File: src/rtl/driver_keys.sv
// Memory-mapped responder for the DE1 push-buttons: synchronise, debounce, latch press/release
// events in W1C registers, count presses and raise a maskable press interrupt.
module driver_keys #(
  parameter int unsigned DEBOUNCE_CYCLES = 500000,
  parameter int unsigned NKEYS           = 4
) (
  input  logic             clk,
  input  logic             reset,
  input  logic [NKEYS-1:0] key,
  input  logic             chip_select,
  input  logic [31:0]      address,
  input  logic             write_enable,
  input  logic [31:0]      data_write,
  output logic [31:0]      data_read,
  output logic             press_irq
);

  localparam int unsigned CntW = (DEBOUNCE_CYCLES > 1) ? $clog2(DEBOUNCE_CYCLES) : 1;
  localparam logic [CntW-1:0] CntLast = CntW'(DEBOUNCE_CYCLES - 1);

  localparam logic [1:0] RegState   = 2'd0;
  localparam logic [1:0] RegPress   = 2'd1;
  localparam logic [1:0] RegRelease = 2'd2;
  localparam logic [1:0] RegCount   = 2'd3;

  logic [NKEYS-1:0] sync1_q, sync2_q;
  logic [NKEYS-1:0] state_q, state_d;
  logic [CntW-1:0]  cnt_q [NKEYS];
  logic [CntW-1:0]  cnt_d [NKEYS];
  logic [NKEYS-1:0] rise, fall;
  logic [NKEYS-1:0] key_pressed;

  logic [NKEYS-1:0] press_evt_q, press_evt_d;
  logic [NKEYS-1:0] release_evt_q, release_evt_d;
  logic [7:0]       press_cnt_q [NKEYS];
  logic [7:0]       press_cnt_d [NKEYS];
  logic [7:0]       irq_mask_q, irq_mask_d;
  logic [31:0]      rdata_q, rdata_d;
  logic             press_irq_q, press_irq_d;

  logic       wr_en, rd_en;
  logic [1:0] reg_sel;
  logic       unused_bus;

  assign wr_en       = chip_select & write_enable;
  assign rd_en       = chip_select & ~write_enable;
  assign reg_sel     = address[3:2];
  assign key_pressed = ~sync2_q;
  assign unused_bus  = ^{address, data_write};

  // Debounce: a differing sample must persist DEBOUNCE_CYCLES edges before it is accepted.
  always_comb begin
    state_d = state_q;
    rise    = '0;
    fall    = '0;
    for (int i = 0; i < NKEYS; i++) begin
      cnt_d[i] = '0;
      if (key_pressed[i] != state_q[i]) begin
        if (cnt_q[i] == CntLast) begin
          state_d[i] = key_pressed[i];
          rise[i]    = key_pressed[i];
          fall[i]    = ~key_pressed[i];
        end else begin
          cnt_d[i] = cnt_q[i] + CntW'(1);
        end
      end
    end
  end

  // Register writes; hardware set/increment takes priority over a same-cycle software clear.
  always_comb begin
    press_evt_d   = press_evt_q;
    release_evt_d = release_evt_q;
    irq_mask_d    = irq_mask_q;
    if (wr_en && reg_sel == RegState) begin
      irq_mask_d = data_write[15:8];
    end
    if (wr_en && reg_sel == RegPress) begin
      press_evt_d = press_evt_q & ~data_write[NKEYS-1:0];
    end
    if (wr_en && reg_sel == RegRelease) begin
      release_evt_d = release_evt_q & ~data_write[NKEYS-1:0];
    end
    press_evt_d   = press_evt_d | rise;
    release_evt_d = release_evt_d | fall;
    for (int i = 0; i < NKEYS; i++) begin
      if (wr_en && reg_sel == RegCount) begin
        press_cnt_d[i] = rise[i] ? 8'd1 : 8'd0;
      end else if (rise[i]) begin
        press_cnt_d[i] = press_cnt_q[i] + 8'd1;
      end else begin
        press_cnt_d[i] = press_cnt_q[i];
      end
    end
  end

  always_comb begin
    rdata_d = '0;
    if (rd_en) begin
      case (reg_sel)
        RegState: begin
          rdata_d[15:8]      = irq_mask_q;
          rdata_d[NKEYS-1:0] = state_q;
        end
        RegPress:   rdata_d[NKEYS-1:0] = press_evt_q;
        RegRelease: rdata_d[NKEYS-1:0] = release_evt_q;
        RegCount: begin
          for (int i = 0; i < NKEYS && i < 4; i++) begin
            rdata_d[8*i +: 8] = press_cnt_q[i];
          end
        end
        default: rdata_d = '0;
      endcase
    end
  end

  assign press_irq_d = |(press_evt_q & irq_mask_q[NKEYS-1:0]);

  always_ff @(posedge clk) begin
    if (reset) begin
      sync1_q       <= '1;
      sync2_q       <= '1;
      state_q       <= '0;
      press_evt_q   <= '0;
      release_evt_q <= '0;
      irq_mask_q    <= '0;
      rdata_q       <= '0;
      press_irq_q   <= 1'b0;
      for (int i = 0; i < NKEYS; i++) begin
        cnt_q[i]       <= '0;
        press_cnt_q[i] <= '0;
      end
    end else begin
      sync1_q       <= key;
      sync2_q       <= sync1_q;
      state_q       <= state_d;
      press_evt_q   <= press_evt_d;
      release_evt_q <= release_evt_d;
      irq_mask_q    <= irq_mask_d;
      rdata_q       <= rdata_d;
      press_irq_q   <= press_irq_d;
      for (int i = 0; i < NKEYS; i++) begin
        cnt_q[i]       <= cnt_d[i];
        press_cnt_q[i] <= press_cnt_d[i];
      end
    end
  end

  assign data_read = rdata_q;
  assign press_irq = press_irq_q;

endmodule

File: config.mk
export PLATFORM = sky130hd
export DESIGN_NAME = driver_keys
export DESIGN_NICKNAME = d
export VERILOG_FILES = /design/src/rtl/driver_keys.sv
export SDC_FILE = /design/constraint.sdc
export NUM_CORES = 1
export LEC_CHECK = 0
export ABC_AREA = 1
export CELL_PAD_IN_SITES_DETAIL_PLACEMENT = 2
export CELL_PAD_IN_SITES_GLOBAL_PLACEMENT = 2
export CORE_UTILIZATION = 31
export DETAILED_ROUTE_END_ITERATION = 16
export PLACE_DENSITY_LB_ADDON = 0.15
export SYNTH_ARGS = -nofsm -noshare
export SYNTH_HDL_FRONTEND = slang
export SYNTH_SLANG_ARGS = --single-unit
File: constraint.sdc
create_clock -name clk -period 2.15 [get_ports clk]
set_input_delay 0.3225 -clock clk [delete_from_list [all_inputs] [get_ports clk]]
set_output_delay 0.3225 -clock clk [all_outputs]
set_load 0.01 [all_outputs]
# After elaboration in Yosys (flattened, before gate mapping)

Memories as Yosys holds them, arrays and structs flattened.
Cells that the tools add are included.

Memories kept: 2
RAM bits: 108
Bits of input ports: 72
Register bits after elaboration: 61
Output and inout bits: 33
Logic and storage cells: 120

Multiplexer cells: 51
Equality and inequality tests: 11
Add/subtract/negate cells: 8
Bitwise operators: 24
Reductions and logical operators: 12

Memories:

| name        | depth | width | read ports | clocked after Yosys merged registers in | wr ports | RTL line | text |
|---|---|---|---|---|---|---|---|
| cnt_q       | 4     | 19    | 4          | 0                                       | 4        | 28       | `logic [CntW-1:0] cnt_q [NKEYS];` |
| press_cnt_q | 4     | 8     | 4          | 0                                       | 4        | 35       | `logic [7:0] press_cnt_q [NKEYS];` |

Operators by type and width:

| cell                                           | count |
|---|---|
| two-way mux 19 bit                             | 12 |
| two-way mux 8 bit                              | 12 |
| adder 19 x 1 -> 19 bit (second input constant) | 4 |
| == test 19 bit (second input constant)         | 4 |
| adder 8 x 1 -> 8 bit (second input constant)   | 4 |
| two-way mux 1 bit                              | 23 |
| one-hot mux 4 bit (4 select lines)             | 1 |
| one-hot mux 8 bit (2 select lines)             | 1 |
| bitwise AND 4 bit                              | 3 |
| two-way mux 4 bit                              | 2 |
| inverter 4 bit                                 | 2 |
| bitwise OR 1 bit                               | 8 |
| bitwise OR 4 bit                               | 2 |
| AND reduction 2 bit                            | 4 |
| inverter 1 bit                                 | 7 |
| == test 2 bit (second input constant)          | 2 |
| logical AND 1 bit                              | 4 |
| inequality test 1 bit                          | 4 |
| OR reduction 4 bit                             | 1 |
| OR reduction 3 bit                             | 1 |
| bitwise AND 1 bit                              | 2 |
| == test 2 x 1 -> 1 bit (second input constant) | 1 |
| logical NOT 2 bit                              | 1 |
| OR reduction 2 bit                             | 1 |

# Logic depth before layout (Yosys ltp)

Gate-level depths: netlist of the first run.

Depth in word-level cells: 6
Gate-level depth with buffers: 10
Depth with buffers taken out: 10

# Worst setup path after synthesis of the first run

Ideal clock, no wire load.

Path kind: register to register
Start: memory cnt_q[2][0] (netlist name)
End: memory press_cnt_q[2][1]
Path buffers: 0
Data arrival time: 1424 ps
Library setup time: 116 ps
Clock period less this slack: 1540 ps
Cell stages (with the launch flop): 9
Required time: 2034 ps
Slack: 610 ps
Cell sequence: dfxtp_1 > ha_1 > nand2_2 > nor2_4 > nand3_2 > nor2_4 > nand2_2 > o21ai_0 > nor2_1

RTL lines:

| element            | RTL line |
|---|---|
| start: declaration | 28 |
| end: declaration   | 35 |

==> results of run 1 <==
-- critical path, delay by kind of cell (launching register included) --
family / cells / cell delay, ns
simple gates: 6 / 0.96
compound gates: 1 / 0.21
fa+ha+maj: 1 / 0.27
flops: 1 / 0.36
-- area by class of cell --
cell class | instances | area (um2)
flip-flops and latches | 169 | 3383
diodes | 1 | 2.502
clock buffers | 17 | 425.4
fillers | 3020 | 15670
clock inverters | 15 | 140.1
inverters | 146 | 550.5
multi-input cells | 826 | 4036
well taps | 330 | 412.9
repair buffers | 74 | 703.2
-- synth_stat cells, types with 2 or more instances --
cell type  instances
nor2_2             7
nand3_1           82
dfxtp_1          169
nand2_2            4
nor4_1             2
inv_1            144
nor2_4             6
nand3_2            5
a31oi_1            4
clkbuf_1           8
xor2_1            24
nand4_1           30
a21oi_1           88
nor2_1           190
nand2_1          257
ha_1              12
nor2_8             2
nor3b_1            9
buf_4              2
a211oi_1           2
nand3b_1           4
o21ai_0           39
buf_2              7
xnor2_1            5
nor3_1            31
o21ai_1            2
a21oi_2            4
or2_2              9
-- power by group through the flow --
stage	logic (uW)	clock network, uW	registers, uW
2_1_floorplan	89.8	0	3230
3_5_place_dp	197	0	3230
3_3_place_gp	193	0	3230
4_1_cts	200	3150	3160
6_report	197	3050	3160
5_1_grt	215	3290	3160
-- cells by family (layout without fill, tap and decap cells) --
kind of cell | after synthesis | count (layout) | share of synthesized area [%]
AND/OR/NAND/NOR | 644 | 644 | 35.89
flip-flops | 169 | 169 | 41.98
buffers and inverters | 164 | 252 | 7.965
AO/OA/AOI/OAI | 141 | 141 | 9.144
XOR/XNOR | 29 | 29 | 3.152
adder cells (fa/ha/maj) | 12 | 12 | 1.863
other | 0 | 1 | 0
-- cells in the final DEF, fill, tap and decap left out, drive strengths merged, types with 31 or more instances in the layout --
cell / Yosys / routed
nor3: 33 / 33
nor2: 205 / 205
clkdlybuf4s50: 0 / 54
nand4: 31 / 31
inv: 146 / 152
o21ai: 41 / 41
dfxtp: 169 / 169
nand2: 262 / 262
nand3: 87 / 87
a21oi: 92 / 92
-- registers in the layout, summed over array words and instances (netlist names) --
signal         cells
press_evt_q        4
irq_mask_q         8
sync2_q            4
press_irq          1
cnt_q             76
release_evt_q      4
press_cnt_q       32
data_read         32
sync1_q            4
state_q            4
-- stage by stage --
| stage | hold WS (ns) | setup WS [ns] | std cells | utilization [%] | total power, uW |
|---|---|---|---|---|---|
| 2_1_floorplan | 0.3895 | 0.6103 | 1159 | - | 3316 |
| 3_3_place_gp | 0.3934 | 0.1688 | 1545 | 35.87 | 3421 |
| 3_5_place_dp | 0.4037 | 0.07416 | 1545 | 35.87 | 3426 |
| 4_1_cts | 0.4193 | 0.2110 | 1577 | 38.10 | 6505 |
| 5_1_grt | 0.4346 | 0.006808 | 1577 | 38.11 | 6659 |
| 6_report | 0.4188 | 0.2418 | 1578 | 38.12 | 6399 |
-- worst min path at each step --
| stage | from | to | slack (ns) | cells past startpoint |
|---|---|---|---|---|
| 2_1_floorplan | sync1_q[0] | sync2_q[0] | 0.39 | 1 |
| 3_3_place_gp | sync1_q[2] | sync2_q[2] | 0.39 | 1 |
| 3_5_place_dp | sync1_q[2] | sync2_q[2] | 0.40 | 1 |
| 4_1_cts | sync1_q[3] | sync2_q[3] | 0.42 | 1 |
| 5_1_grt | sync1_q[3] | sync2_q[3] | 0.43 | 1 |
| 6_report | sync1_q[1] | sync2_q[1] | 0.42 | 1 |
-- routing by layer --
metal | GRT usage, % | wire (um) | up-vias
met5 | 0 | 12 | -
met4 | 5.183 | 259 | 2
met3 | 3.301 | 568 | 23
met2 | 35.69 | 12470 | 54
met1 | 24.97 | 11760 | 3730
li1 | - | - | 3865
==> summary.md, run 1 <==
| Metric | Value |
|---|---|
| Post-synth EDFFs | 0 |
| CTS Buf Count | 17 |
| P per Cell Area | 662.8 mW/mm2 |
| Ratio of cells with drive above 1 in the final layout | between 7 and 8% |
| Mapped Cells | 1,159 |
| CP max stage cell | dfxtp_1 |
| CP Max Fanout | 5 |
| Pin count of the biggest net entering global routing | 21 |
| RSZ-0062 raised after global routing | no |
| Setup total negative slack | 0 ns |
| Outcome | complete, no violations |
| Die H | 163.2 um |
| Die Wd | 163.2 um |
| Synth warn | 0 |
| FF+latch count, synth | 169 |
| CTS tree | yes |
| Starting density of the core | 31.82% |
| PortBufs | 54 |
| Comb power frac | between 3 and 4% |
| Worst min path class | reg2reg |
| Seq pwr share | 49.3% |
| Ports | about 110 |
| Core footprint | around 0.025 mm2 |
| DR WL/cell | 15.89 um |
| Max-Cap Viols | 0 |
| Mapped Area | 0.008059 mm2 |
| Distinct cell type count after synthesis | 39 |
| Vias | 7,674 |
| Crit. End Element | flip-flop |
| Vias in the first global route | 8,383 |
| Clock share of power | 47.6% |
| RR Endpoint | press_cnt_q[3][1] |
| P_leak | 0.003261 uW |
| Initial antenna violation count | 2 |
| Main flop type after synthesis | dfxtp_1 |
| P_sw | between 1500 and 2000 uW |
| Worst IR Drop VDD | 365.1 uV |
| Total gr overflow | 0 |
| Minimum clock period | about 1.9 ns |
| Syn avg cell area | 6.953 um2 |
| Placed cell area | 0.009084 mm2 |
| First-pass GRT wire length | 42,320 um |
| Final Cycle Share | 88.75% |
| Post-route cell area | 0.009654 mm2 |
| DRC Markers | 0 |
| Endpoints failing hold | 0 |
| DPL Wire Length | 19,040 um |
| Worst Tran Pin Value | 0.5994 ns |
| Clk_skew | 0.01390 ns |
| Setup Buffers After CTS | 0 |
| GPL Wtd Cong | 0.7683 |
| P_int | ~4800 uW |
| Slew margin rel. | 59.67% |
| Antenna-violating nets left | 0 |
| Post-synth ARST share | 0% |
| Critical path data required time | between 2 and 2.5 ns |
| Resized Gates After CTS | 0 |
| CP peak stage delay | ~0.36 ns |
| Fmax | roughly 0.52 GHz |
| Top cell type's share of synthesized area | 41.98% |
| Vias per cell | roughly 4.9 |
| Final WL | 25,070 um |
| Critical path arrival | roughly 2.2 ns |
| GRT Total Usage | 20.11% |
| Worst-path clk slew | 0.07 ns |
| Startpoint Class | flip-flop |
| R2R cell count | 8 |
| Clock Sinks | 169 |
| Crit path launch | cnt_q[3][0] |
| Cell taking the most area after synthesis | dfxtp_1 |
| R2R Setup Slk | 0.24 ns |
| FF-to-FF Start | cnt_q[3][0] |
| Layout Nets | 1,318 |
| First DRT Iteration DRCs | about 270 |
| Final Setup Violations | 0 |
| # hold bufs at CTS | 0 |
| Largest cells by area after synthesis | dfxtp_1 (42%), nand2_1 (12%), nor2_1 (8.8%) |
| Synth Net Count | about 1.2k |
| Max-slew violation count | 0 |
| CTS Buffer Depth | 2 |
| Router iterations before antenna repair | 4 |
| Critical Setup Path Class | reg2reg |
| Die ar. | 0.02665 mm2 |
| H-tree depth | 4 |
| CP Capture Point | press_cnt_q[3][1] |
| Net Sw Frac | 24.36% |
| Clock Root Buffer | clkbuf_16 |
| Clk_lat worst skew | 0.44 ns |
| # rows | 58 |
| Crit-path cells | ha_1 > nand2_1 > nor2_2 > nand3_1 > nor2_2 > nand2_1 > o21ai_0 > nor2_1 |
| Area growth syn-to-layout | 19.80% |
| Sequential area share after synthesis | 41.98% |
No activity file was read; power rests on OpenSTA's default activity.
==> run 2: changes to the inputs <==
--- a/config.mk
+++ b/config.mk
@@ -10,6 +10,7 @@
 export CELL_PAD_IN_SITES_GLOBAL_PLACEMENT = 2
 export CORE_UTILIZATION = 31
 export DETAILED_ROUTE_END_ITERATION = 16
+export GPL_ROUTABILITY_DRIVEN = 0
 export PLACE_DENSITY_LB_ADDON = 0.15
 export SYNTH_ARGS = -nofsm -noshare
 export SYNTH_HDL_FRONTEND = slang
==> results of run 2 <==
The final DEF is identical to that of run 1; final timing and power are the same.
